File: src/rtl/sensor_serial_pkg.sv
// Shared types and helpers for the sensor serial receiver.
package sensor_serial_pkg;

  // Word assembly state: waiting for the first bit, or collecting the rest.
  typedef enum logic {
    IDLE  = 1'b0,
    SHIFT = 1'b1
  } state_e;

  // Timeout counter width; only has to reach cycles-1, so log2 is enough.
  function automatic int tmo_width(input int cycles);
    return (cycles < 2) ? 1 : $clog2(cycles);
  endfunction

  // Bit counter width; sized so the value WIDTH itself is representable.
  function automatic int cnt_width(input int width);
    return $clog2(width + 1);
  endfunction

endpackage

File: src/rtl/serial_sync_edge.sv
// Multi-flop synchroniser for one asynchronous line, with a registered
// rise detector. level_o is delayed to line up with rise_o, so several
// instances fed from the same pin edge present aligned samples.
module serial_sync_edge #(
  parameter int SYNC_STAGES = 2
) (
  input  logic clk,
  input  logic rst,
  input  logic d_i,
  output logic level_o,
  output logic rise_o
);

  logic [SYNC_STAGES-1:0] sync_q;
  logic                   prev_q;
  logic                   rise_q;

  // Synchroniser chain, previous-level flop and registered rise event.
  // NOTE: clocked state uses non-blocking assignments so every flop samples
  // the pre-edge value of its neighbour; blocking here would collapse the chain.
  always_ff @(posedge clk) begin
    if (rst) begin
      sync_q <= '0;
      prev_q <= 1'b0;
      rise_q <= 1'b0;
    end else begin
      sync_q <= {sync_q[SYNC_STAGES-2:0], d_i};
      prev_q <= sync_q[SYNC_STAGES-1];
      rise_q <= sync_q[SYNC_STAGES-1] & ~prev_q;
    end
  end

  assign level_o = prev_q;
  assign rise_o  = rise_q;

endmodule

File: src/rtl/sensor_serial_rx.sv
// Serial sensor word receiver. Synchronises RCLK/RDATA/RSEL into the CLK
// domain, samples RDATA on RCLK rising edges while RSEL is high, and
// assembles WIDTH-bit words. Partial words are dropped with FRAME_ERR
// when RSEL falls or the serial clock stalls.
module sensor_serial_rx
  import sensor_serial_pkg::*;
#(
  parameter int WIDTH          = 8,
  parameter bit LSB_FIRST      = 1'b1,
  parameter int SYNC_STAGES    = 2,
  parameter int TIMEOUT_CYCLES = 1024
) (
  input  logic             CLK,
  input  logic             RESET,
  input  logic             RCLK,
  input  logic             RDATA,
  input  logic             RSEL,
  output logic [WIDTH-1:0] DATA,
  output logic             DATA_VALID,
  output logic             FRAME_ERR,
  output logic             BUSY
);

  localparam int CNT_W = cnt_width(WIDTH);
  localparam int TMO_W = tmo_width(TIMEOUT_CYCLES);
  localparam logic [CNT_W-1:0] CNT_LAST = CNT_W'(WIDTH - 1);
  localparam logic [TMO_W-1:0] TMO_LAST = TMO_W'(TIMEOUT_CYCLES - 1);

  logic rclk_rise;
  logic rdata_s;
  logic rsel_s;
  logic unused_rdata_rise;
  logic unused_rsel_rise;

  serial_sync_edge #(.SYNC_STAGES(SYNC_STAGES)) u_sync_rclk (
    .clk     (CLK),
    .rst     (RESET),
    .d_i     (RCLK),
    .level_o (),
    .rise_o  (rclk_rise)
  );

  serial_sync_edge #(.SYNC_STAGES(SYNC_STAGES)) u_sync_rdata (
    .clk     (CLK),
    .rst     (RESET),
    .d_i     (RDATA),
    .level_o (rdata_s),
    .rise_o  (unused_rdata_rise)
  );

  serial_sync_edge #(.SYNC_STAGES(SYNC_STAGES)) u_sync_rsel (
    .clk     (CLK),
    .rst     (RESET),
    .d_i     (RSEL),
    .level_o (rsel_s),
    .rise_o  (unused_rsel_rise)
  );

  state_e             state_q, state_d;
  logic [CNT_W-1:0]   cnt_q, cnt_d;
  logic [TMO_W-1:0]   tmo_q, tmo_d;
  logic [WIDTH-1:0]   shift_q, shift_d;
  logic [WIDTH-1:0]   data_q, data_d;
  logic               dv_q, dv_d;
  logic               fe_q, fe_d;
  logic [WIDTH-1:0]   word_in;
  logic               sample;

  assign sample = rclk_rise & rsel_s;

  // Shift register contents after accepting the current RDATA sample.
  always_comb begin
    if (LSB_FIRST) begin
      word_in = {rdata_s, shift_q[WIDTH-1:1]};
    end else begin
      word_in = {shift_q[WIDTH-2:0], rdata_s};
    end
  end

  // Next-state logic: sample events take priority over abort conditions,
  // so a final bit arriving with a timeout still completes the word.
  // NOTE: every signal gets its default before any branch; a path that
  // leaves one unassigned would infer a latch.
  always_comb begin
    state_d = state_q;
    cnt_d   = cnt_q;
    tmo_d   = tmo_q;
    shift_d = shift_q;
    data_d  = data_q;
    dv_d    = 1'b0;
    fe_d    = 1'b0;

    if (sample) begin
      tmo_d = '0;
      if (cnt_q == CNT_LAST) begin
        data_d  = word_in;
        dv_d    = 1'b1;
        cnt_d   = '0;
        state_d = IDLE;
      end else begin
        shift_d = word_in;
        cnt_d   = cnt_q + CNT_W'(1);
        state_d = SHIFT;
      end
    end else begin
      case (state_q)
        IDLE: begin
          cnt_d = '0;
          tmo_d = '0;
        end
        SHIFT: begin
          if (!rsel_s || (tmo_q == TMO_LAST)) begin
            fe_d    = 1'b1;
            cnt_d   = '0;
            tmo_d   = '0;
            state_d = IDLE;
          end else if (tmo_q != '1) begin
            tmo_d = tmo_q + TMO_W'(1);
          end
        end
      endcase
    end
  end

  // State, counters, assembled word and output pulse registers.
  always_ff @(posedge CLK) begin
    if (RESET) begin
      state_q <= IDLE;
      cnt_q   <= '0;
      tmo_q   <= '0;
      shift_q <= '0;
      data_q  <= '0;
      dv_q    <= 1'b0;
      fe_q    <= 1'b0;
    end else begin
      state_q <= state_d;
      cnt_q   <= cnt_d;
      tmo_q   <= tmo_d;
      shift_q <= shift_d;
      data_q  <= data_d;
      dv_q    <= dv_d;
      fe_q    <= fe_d;
    end
  end

  assign DATA       = data_q;
  assign DATA_VALID = dv_q;
  assign FRAME_ERR  = fe_q;
  assign BUSY       = (state_q == SHIFT);

endmodule

File: config.mk
export PLATFORM = sky130hd
export DESIGN_NAME = sensor_serial_rx
export DESIGN_NICKNAME = d
export VERILOG_FILES = /design/src/rtl/sensor_serial_pkg.sv /design/src/rtl/serial_sync_edge.sv /design/src/rtl/sensor_serial_rx.sv
export SDC_FILE = /design/constraint.sdc
export NUM_CORES = 1
export LEC_CHECK = 0
export CORE_MARGIN = 5
export CORE_UTILIZATION = 62
export CTS_BUF_LIST = sky130_fd_sc_hd__clkbuf_8
export DETAILED_ROUTE_END_ITERATION = 6
export PLACE_DENSITY_LB_ADDON = 0.25
export SETUP_SLACK_MARGIN = 0.1
export SYNTH_ARGS = -nofsm -noshare
export SYNTH_HDL_FRONTEND = slang
export SYNTH_HIERARCHICAL = 1
export SYNTH_SLANG_ARGS = --single-unit
File: constraint.sdc
create_clock -name CLK -period 2.2 [get_ports CLK]
set_input_delay 0.44 -clock CLK [delete_from_list [all_inputs] [get_ports CLK]]
set_output_delay 0.44 -clock CLK [all_outputs]
set_load 0.005 [all_outputs]
==> impl_metrics.tcl <==
set metrics [dict create \
    antenna_found_initial 0 \
    hpwl_um 2066 \
    drtPass1Iterations 4 \
    timing.setup.tns_ns 0 \
    start_util_pct 64.85 \
    vdd.ir_drop.worst_uv 731.9 \
    drv_slew 0 \
    drc_errors 0 \
    gp_congestion 0.7514 \
    grt_first_pass_wirelength_um 5368 \
    yosys_warnings 6 \
    period_needed_ns 1.661 \
    end_kind "flip-flop" \
    required_ns 2.37 \
    clock_latency_ns 0.28 \
    power.total_mw 1.271 \
    gr-total-overflow 0 \
    critPathKind "flip-flop to flip-flop" \
    max-cap-violations 0 \
    clock-sinks 42 \
    ios 16 \
    r2r_slack_ns 0.54 \
    dpl.cell_count 206 \
    clk_root_buffer_cell "clkbuf_8" \
    avgSynthCellArea_um2 9.506 \
    synth_cells 169 \
    regArea_um2 840.8 \
    grt_max_degree 27 \
    hold_viol_final 0 \
    worst_hold_slack_ns 0.4184 \
    slew_headroom_pct 57.55 \
    dieArea_um2 3709 \
    diodes 0 \
    setup_viol_count_final 0 \
    finalNetCount 190 \
    worst_slack_ns 0.5395 \
    p_leak_nw 0.5771 \
    drtIter0Drc 64 \
    ant_nets 0 \
    clk_pin_slew_ns 0.07 \
    num_vias 1269 \
    rsz0062_at_grt "false" \
    globalRouteTotalUtil_pct 19.29 \
    p_per_area_nw_per_um2 694.3 \
    status "completed" \
    hold_class "flip-flop to flip-flop" \
    crit_fanout 18 \
    fillers 202 \
    io_buffer_count 15 \
    die_x_um 60.91 \
    cp-start-kind "flip-flop" \
    fin_worst_skew_ns 0.005409 \
    vias_per_cell 5.986 \
    cts_repair_resize_count 0 \
    min_period_over_period_pct 75.48 \
    layout-drive-gt1-share_pct 6.593 \
    htreeDepth 2 \
    worst_pin_slew_ns 0.6348 \
    dp_slack_ns 0.4503 \
    routed_wl_um 3118 \
    grt_pass1_vias 1246 \
    design.core.area_um2 2477 \
    cts_tree "built" \
    synth_nets 176 \
    wire_per_inst_um 14.71 \
    std_cell_rows 18 \
    cts_hold_buf 0 \
    multi_input_area_um2 700.7 \
    numCtsBuffers 5 \
    arrival_ns 1.83 \
    die-height_um 60.91 \
    synthToLayoutAreaGrowth_pct 13.94 \
    cts_setup_buffers 0 \
    ctsLongestPathBuffers 2 \
    clock.fmax_mhz 602.2 \
    instances_no_fill 212 \
    synth_area_um2 1607 \
]
-- stage by stage --
step	util, %	cell area, um2
after global placement	70.56	1748
after global routing	73.89	1831
after detailed placement	70.56	1748
final	73.89	1831
after CTS	73.89	1831
after floorplan	-	1607
-- worst max-delay path, cell delays in order (launching register included) --
cell	delay, ns
dfxtp_1	0.39
ha_1	0.24
nand3b_1	0.47
o21ai_0	0.35
a21oi_1	0.09
-- cell usage in the layout (no fill, tap or decap), types with 2 or more instances in the layout --
cell / instances
or3_1: 2
o21ai_0: 17
a21oi_1: 23
clkbuf_8: 6
nor2b_1: 9
nand3_1: 21
clkdlybuf4s50_1: 15
dfxtp_1: 42
xor2_1: 2
nor2_1: 5
ha_1: 2
or4_1: 4
inv_1: 3
nand2_1: 6
o31ai_1: 3
and3b_1: 3
-- path summary, 6_finish.rpt --
path,start,end,cells after the start
worst max-delay path,cnt_q[0],DATA[1],4
worst min-delay path,u_sync_rclk/level_o,u_sync_rclk/rise_o,1
worst max register to register,cnt_q[0],DATA[1],4
worst min register to register,u_sync_rclk/level_o,u_sync_rclk/rise_o,1
-- sequential cells by signal (all words and copies together) (netlist names) --
signal,cells
DATA,8
u_sync_rclk/level_o,1
cnt_q,4
tmo_q,10
u_sync_rdata/sync_q,2
shift_q,7
u_sync_rclk/sync_q,2
u_sync_rdata/level_o,1
u_sync_rsel/sync_q,2
BUSY,1
u_sync_rsel/level_o,1
u_sync_rclk/rise_o,1
DATA_VALID,1
FRAME_ERR,1
-- layer usage --
layer | track usage [%] | vias to the layer above | routed length [um] | share of wire (%)
met5 | 0 | - | 0 | 0
met4 | 8.669 | 0 | 52 | 1.7
met3 | 5.319 | 6 | 111 | 3.6
met2 | 32.67 | 23 | 1514 | 49
met1 | 22.67 | 606 | 1440 | 46
li1 | - | 634 | - | -
-- cell type report --
type                    count  area share (%)
flip-flops and latches     42           45.93
multi-input cells         115           38.28
repair buffers             16           8.612
clock buffers               6           4.511
well taps                  30           2.051
inverters                   3          0.6152
-- power breakdown --
part	internal [mW]	leakage, nW	total [mW]	switching (mW)
combinational	0.0126	0.194	0.0244	0.0118
sequential	0.767	0.340	0.770	0.00301
clock	0.242	0.0431	0.477	0.235
No activity file was read; power rests on OpenSTA's default activity.
